==> src/rtl/tetris_pkg.sv <==
// ---------------------------------------------------------------------------
// tetris_pkg
// Shared definitions for the Tetris VGA renderer:
//   - 640x480@60 timing constants (totals, front porches, sync widths)
//   - playfield geometry in cells and the border thickness
//   - cell_t  : 4-bit cell code held in each playfield square (0 = empty)
//   - rgb_t   : 12-bit {r,g,b} colour
//   - palette : maps a cell code to its display colour
// ---------------------------------------------------------------------------
package tetris_pkg;

   localparam int H_ACTIVE  = 640;
   localparam int H_FP      = 16;
   localparam int H_SYNC    = 96;
   localparam int H_TOTAL   = 800;
   localparam int V_ACTIVE  = 480;
   localparam int V_FP      = 10;
   localparam int V_SYNC    = 2;
   localparam int V_TOTAL   = 525;

   localparam int GRID_ROWS = 20;
   localparam int GRID_COLS = 10;
   localparam int BORDER_PX = 4;

   typedef logic [3:0]  cell_t;
   typedef logic [11:0] rgb_t;

   localparam rgb_t BORDER_RGB = 12'h888;

   // Codes 8..15 are not real pieces; they all show as white so that
   // anything unexpected in the grid is still visible on screen.
   function automatic rgb_t palette(input cell_t code);
      case (code)
         4'd0:    palette = 12'h000;
         4'd1:    palette = 12'h0FF;
         4'd2:    palette = 12'hFF0;
         4'd3:    palette = 12'hA0F;
         4'd4:    palette = 12'hF80;
         4'd5:    palette = 12'h00F;
         4'd6:    palette = 12'h0F0;
         4'd7:    palette = 12'hF00;
         default: palette = 12'hFFF;
      endcase
   endfunction

endpackage

==> src/rtl/vga_timing.sv <==
// ---------------------------------------------------------------------------
// vga_timing
// Pixel-rate enable and 800x525 raster counters for 640x480@60.
// Ports:
//   clk, rst  : clock and asynchronous active-high reset
//   pix_ce    : one clk cycle high in every PIX_DIV cycles
//   h_cnt     : horizontal position 0..799, advances on pix_ce
//   v_cnt     : vertical position 0..524, advances when h_cnt wraps
//   hs_pulse  : high while h_cnt is inside the horizontal sync window
//   vs_pulse  : high while v_cnt is inside the vertical sync window
//   active    : high inside the 640x480 visible area
// ---------------------------------------------------------------------------
module vga_timing
   import tetris_pkg::*;
#(
   parameter int PIX_DIV = 4
)(
   input  logic       clk,
   input  logic       rst,
   output logic       pix_ce,
   output logic [9:0] h_cnt,
   output logic [9:0] v_cnt,
   output logic       hs_pulse,
   output logic       vs_pulse,
   output logic       active
);

   localparam int               DIV_W    = (PIX_DIV > 1) ? $clog2(PIX_DIV) : 1;
   localparam logic [DIV_W-1:0] DIV_LAST = DIV_W'(PIX_DIV - 1);
   localparam logic [9:0]       H_LAST   = 10'(H_TOTAL - 1);
   localparam logic [9:0]       V_LAST   = 10'(V_TOTAL - 1);
   localparam logic [9:0]       H_ACT    = 10'(H_ACTIVE);
   localparam logic [9:0]       V_ACT    = 10'(V_ACTIVE);
   localparam logic [9:0]       HS_START = 10'(H_ACTIVE + H_FP);
   localparam logic [9:0]       HS_END   = 10'(H_ACTIVE + H_FP + H_SYNC);
   localparam logic [9:0]       VS_START = 10'(V_ACTIVE + V_FP);
   localparam logic [9:0]       VS_END   = 10'(V_ACTIVE + V_FP + V_SYNC);

   logic [DIV_W-1:0] div_cnt;

   // The enable fires on the last count, so the first pixel step after
   // reset release lands exactly PIX_DIV clocks later.
   always_ff @(posedge clk or posedge rst) begin
      if (rst) begin
         div_cnt <= '0;
      end else if (div_cnt == DIV_LAST) begin
         div_cnt <= '0;
      end else begin
         div_cnt <= div_cnt + DIV_W'(1);
      end
   end

   assign pix_ce = (div_cnt == DIV_LAST);

   always_ff @(posedge clk or posedge rst) begin
      if (rst) begin
         h_cnt <= '0;
         v_cnt <= '0;
      end else if (pix_ce) begin
         if (h_cnt == H_LAST) begin
            h_cnt <= '0;
            v_cnt <= (v_cnt == V_LAST) ? 10'd0 : v_cnt + 10'd1;
         end else begin
            h_cnt <= h_cnt + 10'd1;
         end
      end
   end

   assign hs_pulse = (h_cnt >= HS_START) && (h_cnt < HS_END);
   assign vs_pulse = (v_cnt >= VS_START) && (v_cnt < VS_END);
   assign active   = (h_cnt < H_ACT) && (v_cnt < V_ACT);

endmodule

==> src/rtl/tetris_vga_render.sv <==
// ---------------------------------------------------------------------------
// tetris_vga_render
// Draws a 10x20 Tetris playfield with a grey border on a 640x480 VGA raster.
// Ports:
//   gm_clk      : single clock, everything on its rising edge
//   gm_rst      : asynchronous active-high reset
//   grid        : cell codes [row][col], row 0 at top, col 0 at left, 0 = empty
//   vga_hs/vs   : active-low syncs, delayed to line up with the colour
//   vga_r/g/b   : 4-bit colour channels
//   frame_tick  : one gm_clk pulse when pixel (0,0) reaches the outputs
// Build option:
//   TETRIS_GRIDLINES_EN - when defined, empty cells get a dim grey line on
//   their top row and left column of pixels.
// ---------------------------------------------------------------------------
module tetris_vga_render
   import tetris_pkg::*;
#(
   parameter int PIX_DIV  = 4,
   parameter int CELL_PX  = 20,
   parameter int FIELD_X0 = 220,
   parameter int FIELD_Y0 = 40
)(
   input  logic                                  gm_clk,
   input  logic                                  gm_rst,
   input  cell_t [GRID_ROWS-1:0][GRID_COLS-1:0] grid,
   output logic                                  vga_hs,
   output logic                                  vga_vs,
   output logic [3:0]                            vga_r,
   output logic [3:0]                            vga_g,
   output logic [3:0]                            vga_b,
   output logic                                  frame_tick
);

   localparam int               OFF_W    = $clog2(CELL_PX);
   localparam logic [OFF_W-1:0] OFF_LAST = OFF_W'(CELL_PX - 1);
   localparam logic [9:0]       FX0      = 10'(FIELD_X0);
   localparam logic [9:0]       FX1      = 10'(FIELD_X0 + GRID_COLS * CELL_PX);
   localparam logic [9:0]       FY0      = 10'(FIELD_Y0);
   localparam logic [9:0]       FY1      = 10'(FIELD_Y0 + GRID_ROWS * CELL_PX);
   localparam logic [9:0]       BX0      = 10'(FIELD_X0 - BORDER_PX);
   localparam logic [9:0]       BX1      = 10'(FIELD_X0 + GRID_COLS * CELL_PX + BORDER_PX);
   localparam logic [9:0]       BY0      = 10'(FIELD_Y0 - BORDER_PX);
   localparam logic [9:0]       BY1      = 10'(FIELD_Y0 + GRID_ROWS * CELL_PX + BORDER_PX);
   localparam logic [9:0]       FX_PRE   = 10'(FIELD_X0 - 1);
   localparam logic [9:0]       FY_PRE   = 10'(FIELD_Y0 - 1);
   localparam logic [9:0]       H_LAST   = 10'(H_TOTAL - 1);
   localparam logic [9:0]       V_SNAP   = 10'(V_ACTIVE);

   logic       pix_ce;
   logic [9:0] h_cnt;
   logic [9:0] v_cnt;
   logic       hs_pulse;
   logic       vs_pulse;
   logic       active;

   vga_timing #(
      .PIX_DIV (PIX_DIV)
   ) u_timing (
      .clk      (gm_clk),
      .rst      (gm_rst),
      .pix_ce   (pix_ce),
      .h_cnt    (h_cnt),
      .v_cnt    (v_cnt),
      .hs_pulse (hs_pulse),
      .vs_pulse (vs_pulse),
      .active   (active)
   );

   cell_t [GRID_ROWS-1:0][GRID_COLS-1:0] fb;

   // The whole grid is copied once, on the first blanking line, so the
   // visible frame always comes from one consistent game state.
   always_ff @(posedge gm_clk or posedge gm_rst) begin
      if (gm_rst) begin
         fb <= '0;
      end else if (pix_ce && (h_cnt == 10'd0) && (v_cnt == V_SNAP)) begin
         fb <= grid;
      end
   end

   logic [OFF_W-1:0] x_off;
   logic [OFF_W-1:0] y_off;
   logic [3:0]       col;
   logic [4:0]       row;

   // Cell coordinates are tracked by counters that run alongside h_cnt and
   // v_cnt; they are rearmed one step before the playfield edge so they read
   // col/row 0, offset 0 exactly on the first playfield pixel. Outside the
   // playfield their values are meaningless and never used.
   always_ff @(posedge gm_clk or posedge gm_rst) begin
      if (gm_rst) begin
         x_off <= '0;
         col   <= '0;
         y_off <= '0;
         row   <= '0;
      end else if (pix_ce) begin
         if (h_cnt == FX_PRE) begin
            x_off <= '0;
            col   <= '0;
         end else if (x_off == OFF_LAST) begin
            x_off <= '0;
            col   <= col + 4'd1;
         end else begin
            x_off <= x_off + OFF_W'(1);
         end
         if (h_cnt == H_LAST) begin
            if (v_cnt == FY_PRE) begin
               y_off <= '0;
               row   <= '0;
            end else if (y_off == OFF_LAST) begin
               y_off <= '0;
               row   <= row + 5'd1;
            end else begin
               y_off <= y_off + OFF_W'(1);
            end
         end
      end
   end

   logic in_field;
   logic in_frame;

   assign in_field = (h_cnt >= FX0) && (h_cnt < FX1) && (v_cnt >= FY0) && (v_cnt < FY1);
   assign in_frame = (h_cnt >= BX0) && (h_cnt < BX1) && (v_cnt >= BY0) && (v_cnt < BY1);

   cell_t s1_code;
   logic  s1_field;
   logic  s1_border;
   logic  s1_active;
   logic  s1_hsync;
   logic  s1_vsync;
   logic  s1_first;

   // Stage 1: cell lookup. Syncs travel as active-high flags so a cleared
   // pipeline means "no sync", keeping the outputs idle after reset.
   always_ff @(posedge gm_clk or posedge gm_rst) begin
      if (gm_rst) begin
         s1_code   <= '0;
         s1_field  <= 1'b0;
         s1_border <= 1'b0;
         s1_active <= 1'b0;
         s1_hsync  <= 1'b0;
         s1_vsync  <= 1'b0;
         s1_first  <= 1'b0;
      end else if (pix_ce) begin
         s1_code   <= in_field ? fb[row][col] : cell_t'(0);
         s1_field  <= in_field;
         s1_border <= in_frame && !in_field;
         s1_active <= active;
         s1_hsync  <= hs_pulse;
         s1_vsync  <= vs_pulse;
         s1_first  <= (h_cnt == 10'd0) && (v_cnt == 10'd0);
      end
   end

`ifdef TETRIS_GRIDLINES_EN
   localparam rgb_t GRIDLINE_RGB = 12'h333;

   logic s1_gline;

   // Gridline marks the first pixel column and row of every cell.
   always_ff @(posedge gm_clk or posedge gm_rst) begin
      if (gm_rst) begin
         s1_gline <= 1'b0;
      end else if (pix_ce) begin
         s1_gline <= (x_off == '0) || (y_off == '0);
      end
   end
`endif

   rgb_t pix_rgb;

   // Stage 2 colour choice: playfield palette first, then the border ring,
   // black everywhere else including blanking.
   always_comb begin
      pix_rgb = '0;
      if (s1_active) begin
         if (s1_field) begin
            pix_rgb = palette(s1_code);
`ifdef TETRIS_GRIDLINES_EN
            if ((s1_code == cell_t'(0)) && s1_gline) begin
               pix_rgb = GRIDLINE_RGB;
            end
`endif
         end else if (s1_border) begin
            pix_rgb = BORDER_RGB;
         end
      end
   end

   // Stage 2 register. frame_tick is sampled every clock so it stays high
   // for exactly the one gm_clk cycle in which pixel (0,0) is presented.
   always_ff @(posedge gm_clk or posedge gm_rst) begin
      if (gm_rst) begin
         vga_hs     <= 1'b1;
         vga_vs     <= 1'b1;
         vga_r      <= '0;
         vga_g      <= '0;
         vga_b      <= '0;
         frame_tick <= 1'b0;
      end else begin
         frame_tick <= pix_ce && s1_first;
         if (pix_ce) begin
            vga_hs                <= ~s1_hsync;
            vga_vs                <= ~s1_vsync;
            {vga_r, vga_g, vga_b} <= pix_rgb;
         end
      end
   end

endmodule

==> config.mk <==
export PLATFORM = sky130hd
export DESIGN_NAME = tetris_vga_render
export DESIGN_NICKNAME = d
export VERILOG_FILES = /design/src/rtl/tetris_pkg.sv /design/src/rtl/vga_timing.sv /design/src/rtl/tetris_vga_render.sv
export SDC_FILE = /design/constraint.sdc
export NUM_CORES = 2
export LEC_CHECK = 0
export ABC_CLOCK_PERIOD_IN_PS = 41400
export CAP_MARGIN = 20
export CORE_AREA = 4 4 318 320
export DETAILED_ROUTE_END_ITERATION = 10
export DIE_AREA = 0 0 322 324
export GPL_ROUTABILITY_DRIVEN = 0
export PLACE_DENSITY = 0.7
export SLEW_MARGIN = 20
export SYNTH_ARGS = -nofsm -noshare
export SYNTH_HDL_FRONTEND = slang
export SYNTH_HIERARCHICAL = 1
export SYNTH_SLANG_ARGS = --single-unit
==> constraint.sdc <==
create_clock -name gm_clk -period 41.4 [get_ports gm_clk]
set_input_delay 8.28 -clock gm_clk [delete_from_list [all_inputs] [get_ports gm_clk]]
set_output_delay 8.28 -clock gm_clk [all_outputs]
set_load 0.01 [all_outputs]
-- Yosys cells after proc, flatten, opt, wreduce, memory -nomap -nowiden
Memories as Yosys holds them, arrays and structs flattened.
Index checks and enable logic that the tools add are counted.
- register bits after elaboration: 866
- bits in read-only memories: 96
- output and inout port bits: 15
- logic and storage cells: 296
- memories kept: 1
- add/sub/neg operators: 7
- magnitude comparators: 16
- eq/ne operators: 8
- multiplexer cells: 20
- bitwise gates (word level): 2
- reductions and logical operators: 22
- memories (memory ; words ; width ; read ports ; clocked after memory_dff ; write ports ; line ; source):
    (no name shown) ; 8 ; 12 ; 1 ; 0 ; 0 ; tetris_pkg.sv:33 ; case (code)
- operators with widths (operator ; number):
    $bmux 40 s5 ; 1
    $lt 10x9->1 const B ; 6
    $mux 12 ; 4
    $mux 40 ; 1
    $mux 5 ; 6
    $add 10x1->10 const B ; 2
    $eq 10x10->1 const B ; 2
    $ge 10x6->1 const B ; 2
    $ge 10x8->1 const B ; 2
    $logic_not 10->1 ; 2
    $lt 10x10->1 const B ; 2
    $mux 10 ; 2
    $bmux 4 s4 ; 1
    $mux 4 ; 4
    $add 5x1->5 const B ; 3
    $logic_and 1x1->1 ; 14
    $eq 10x6->1 const B ; 1
    $eq 10x8->1 const B ; 1
    $eq 10x9->1 const B ; 1
    $eq 5x5->1 const B ; 2
    $ge 10x10->1 const B ; 1
    $ge 10x9->1 const B ; 1
    $lt 5x6->1 const B ; 1
    $lt 4x5->1 const B ; 1
    other kinds (9) ; 12

-- Logic depth before layout (Yosys ltp)
- depth in word-level cells: 6
- gate-level depth with buffers: 12
- mapped depth without buffers: 8

-- Hierarchy
Netlist, hierarchy kept.
- by module, submodules not included (module ; instances ; cells an instance ; area each (um2) ; seq. area each (um2)):
    tetris_vga_render ; 1 ; 4218 ; 38929.8 ; 20997.6
    vga_timing ; 1 ; 123 ; 1216.2 ; 550.5

-- Worst setup path after synthesis
Ideal clock, no wire load.
- path type: reg2out
- start: reg vga_b[2] (netlist name)
- end: out vga_b[1]
- data arrival time: 567 ps
- required time: 33120 ps
- setup slack: 32553 ps
- stages on the path, launching flop included: 2
- buffers on the path: 1
- path through: dfrtp_1 buf_4
- RTL lines (what ; line ; source):
    to (decl) ; tetris_vga_render.sv:30 ; output logic [3:0] vga_b,

==> reports/results.ini <==
[synth]
synth.top_cell.area_share = 0.535
synth-seq-area-share = 0.537
synth_area_sq_mm = 0.0401
netlist_top_cells_area = dfrtp_1, nand2_1, mux4_2
syn_avg_cell_area_sq_um = 9.25
synthesis.instances = 4341
yosysMostFrequentCell = nand2_1
synth_top_area_cell = dfrtp_1
synth_commonest_cells = nand2_1, dfrtp_1, mux4_2
synthArstFlopShare = 1.00
yosys_most_used_dff = dfrtp_1
synth-edff-count = 0
synth_nets = 5156
ys_types = 76
ys_ff_latch = 861
ys_warn_count = 6

[timing]
worst_slew_pin_slew_ns = 1.35
clock_skew_ns = 0.0187
final-setup-viol-count = 0
period_minus_slack_ns = 12.28
finalCritPeriodShare = 0.297
hold-worst-slack_ns = 0.409
slew_headroom = 0.0987
finalMaxSlewViolations = 0
hold_violations = 0
rsz0062_at_grt = false
fin_ws_ns = 29.12
final.setup.tns_ns = 0
timing.fmax_mhz = 81.4

[clocking]
cts_buffer_depth = 3
cts.repair.resized = 0
cts_tree = built
htreeDepth = 3
cts_root_buf = clkbuf_16
post_cts_buffers = 0
path_clk_slew_ns = 0.06
hold_buffers = 0
cts_made_buffers = 95
clk_latency_ns = 0.66
clock_sinks = 861

[setup_path]
cp-end-kind = async pin
critical_path_class = in -> async
regToRegEndpoint = fb[720]$_DFFE_PP0P_
startpoint = gm_rst
ff2ff_path_depth = 11
cp-start-kind = input port
worstPathArrival_ns = 12.92
crit_fanout = 118
r2r_start = u_timing/div_cnt[0]$_DFF_PP0_
crit_required_ns = 42.04
r2r_slack_ns = 36.07

[final_layout]
stdcell_area_sq_mm = 0.0524
register_area_sq_mm = 0.0216
fin_nets = 5837
multiInputGateArea_sq_mm = 0.0171
drive_gt1_frac = 0.0794
fill_cells = 8813
syn2layout_area_growth_pct = 30.6
fin_cells = 6449

[power]
powerDensity_mw_per_mm2 = 35.2
ir_drop_uv = 34.7
leakage_nw = 21.4

[placed_design]
placed_cells = 6212
place_area_sq_mm = 0.0490
place_hpwl_microns = 102000
dp_slack_ns = 27.97
portBuffers = 816

[drt]
routed.top_layer = met5
avgRoutedWirePerCell_microns = 22.2
route.detailed.drc = 0
wl_met1_microns = 57100
ant_nets = 0
dr.pass1.iters = 5
viasPerCell = 5.20
wl_microns = 143000
drtIter0Drc = 3001
route.met2.wl_microns = 70200
vias = 33503
wl_met3_microns = 10100

[floorplanning]
fp.coreArea_sq_mm = 0.0981
rows = 115
die-area_sq_mm = 0.104
die_h_microns = 324
io_pins = 817
start_util = 0.409
die_w_microns = 322

[hold_path]
min_to = vga_hs$_DFFE_PP1P_
holdCritPathClass = reg -> reg
hold_depth = 1
min_from = s1_hsync$_DFFE_PP0P_

[global_route]
grt.total_usage = 0.268
grt_overflow = 0
grt_pass1_wl_microns = 209000
grt_pass1_vias = 33521
grt_max_degree = 239
antenna_found_initial = 66

[job]
max_cap_viol_count = 0

[status]
status = complete, no violations

cells in the final DEF, fill, tap and decap left out, drive strengths merged, types with 25 or more instances in the layout:
| cell | synthesis | final |
|---|---|---|
| a22oi | 25 | 25 |
| clkdlybuf4s50 | 0 | 816 |
| clkbuf | 103 | 131 |
| a21oi | 26 | 26 |
| o21ai | 62 | 62 |
| buf | 170 | 41 |
| mux4 | 172 | 172 |
| nor2 | 46 | 46 |
| dfrtp | 859 | 859 |
| inv | 22 | 25 |
| diode | 0 | 59 |
| nand2 | 2481 | 2481 |
| nand3 | 31 | 31 |
| clkinv | 1 | 31 |
| mux2i | 86 | 86 |
cell families (layout without fill, tap and decap cells):
kind of cell / after synthesis / after routing / synth area share
xor gates and xnor gates: 13 / 13 / 0.00284
and+or+nand+nor: 2677 / 2677 / 0.260
other: 0 / 59 / 0
muxes: 278 / 278 / 0.125
DFF: 861 / 861 / 0.537
AOI/OAI and AO/OA: 203 / 203 / 0.0340
buffers and inverters: 296 / 1058 / 0.0372
adders and majority gates: 13 / 13 / 0.00405
flip-flops by register name (all words and copies together) (netlist names), 4 cells and up:
signal,flops
y_off,5
col,4
row,5
u_timing/v_cnt,10
u_timing/h_cnt,10
fb,800
s1_code,4
x_off,5
how the worst max path moves through the flow:
stage                          end  slack [ns]  depth (start not counted)
2_1_floorplan   col[0]$_DFFE_PP0P_        9.55                          1
3_3_place_gp   fb[658]$_DFFE_PP0P_       28.05                          6
3_5_place_dp   fb[698]$_DFFE_PP0P_       27.97                          6
4_1_cts        fb[643]$_DFFE_PP0P_       28.69                          6
5_1_grt        fb[698]$_DFFE_PP0P_       28.42                          6
6_report       fb[698]$_DFFE_PP0P_       29.12                          6
final cells by class:
class | instances | area share
timing repair buffer | 857 | 0.164
sequential | 861 | 0.411
multi-input combinational | 3184 | 0.327
tap | 1287 | 0.0307
antenna | 59 | 0.00282
inverter | 23 | 0.00179
clock buffer | 131 | 0.0518
clock inverter | 47 | 0.0114
critical path: stages:
cell and delay, ns:
clkdlybuf4s50_1 0.52, inv_8 0.61, buf_4 0.80, buf_4 0.83
buf_6 0.67, buf_4 0.91
layer usage:
| metal | GRT usage | vias to the layer above |
|---|---|---|
| li1 | - | 15516 |
| met1 | 0.339 | 16547 |
| met2 | 0.441 | 1166 |
| met3 | 0.0629 | 268 |
| met4 | 0.119 | 6 |
| met5 | 0 | - |
stage by stage:
step | power, mW | utilization
floorplan | 0.871 | -
global placement | 0.958 | 0.499
detailed placement | 0.957 | 0.499
CTS | 1.86 | 0.533
global route | 1.90 | 0.534
finish | 1.84 | 0.534
report_power, final:
group,switching [mW],internal [mW]
Combinational,0.0326,0.0672
Sequential,0,0.842
Clock,0.362,0.541
No activity file was read; power rests on OpenSTA's default activity.
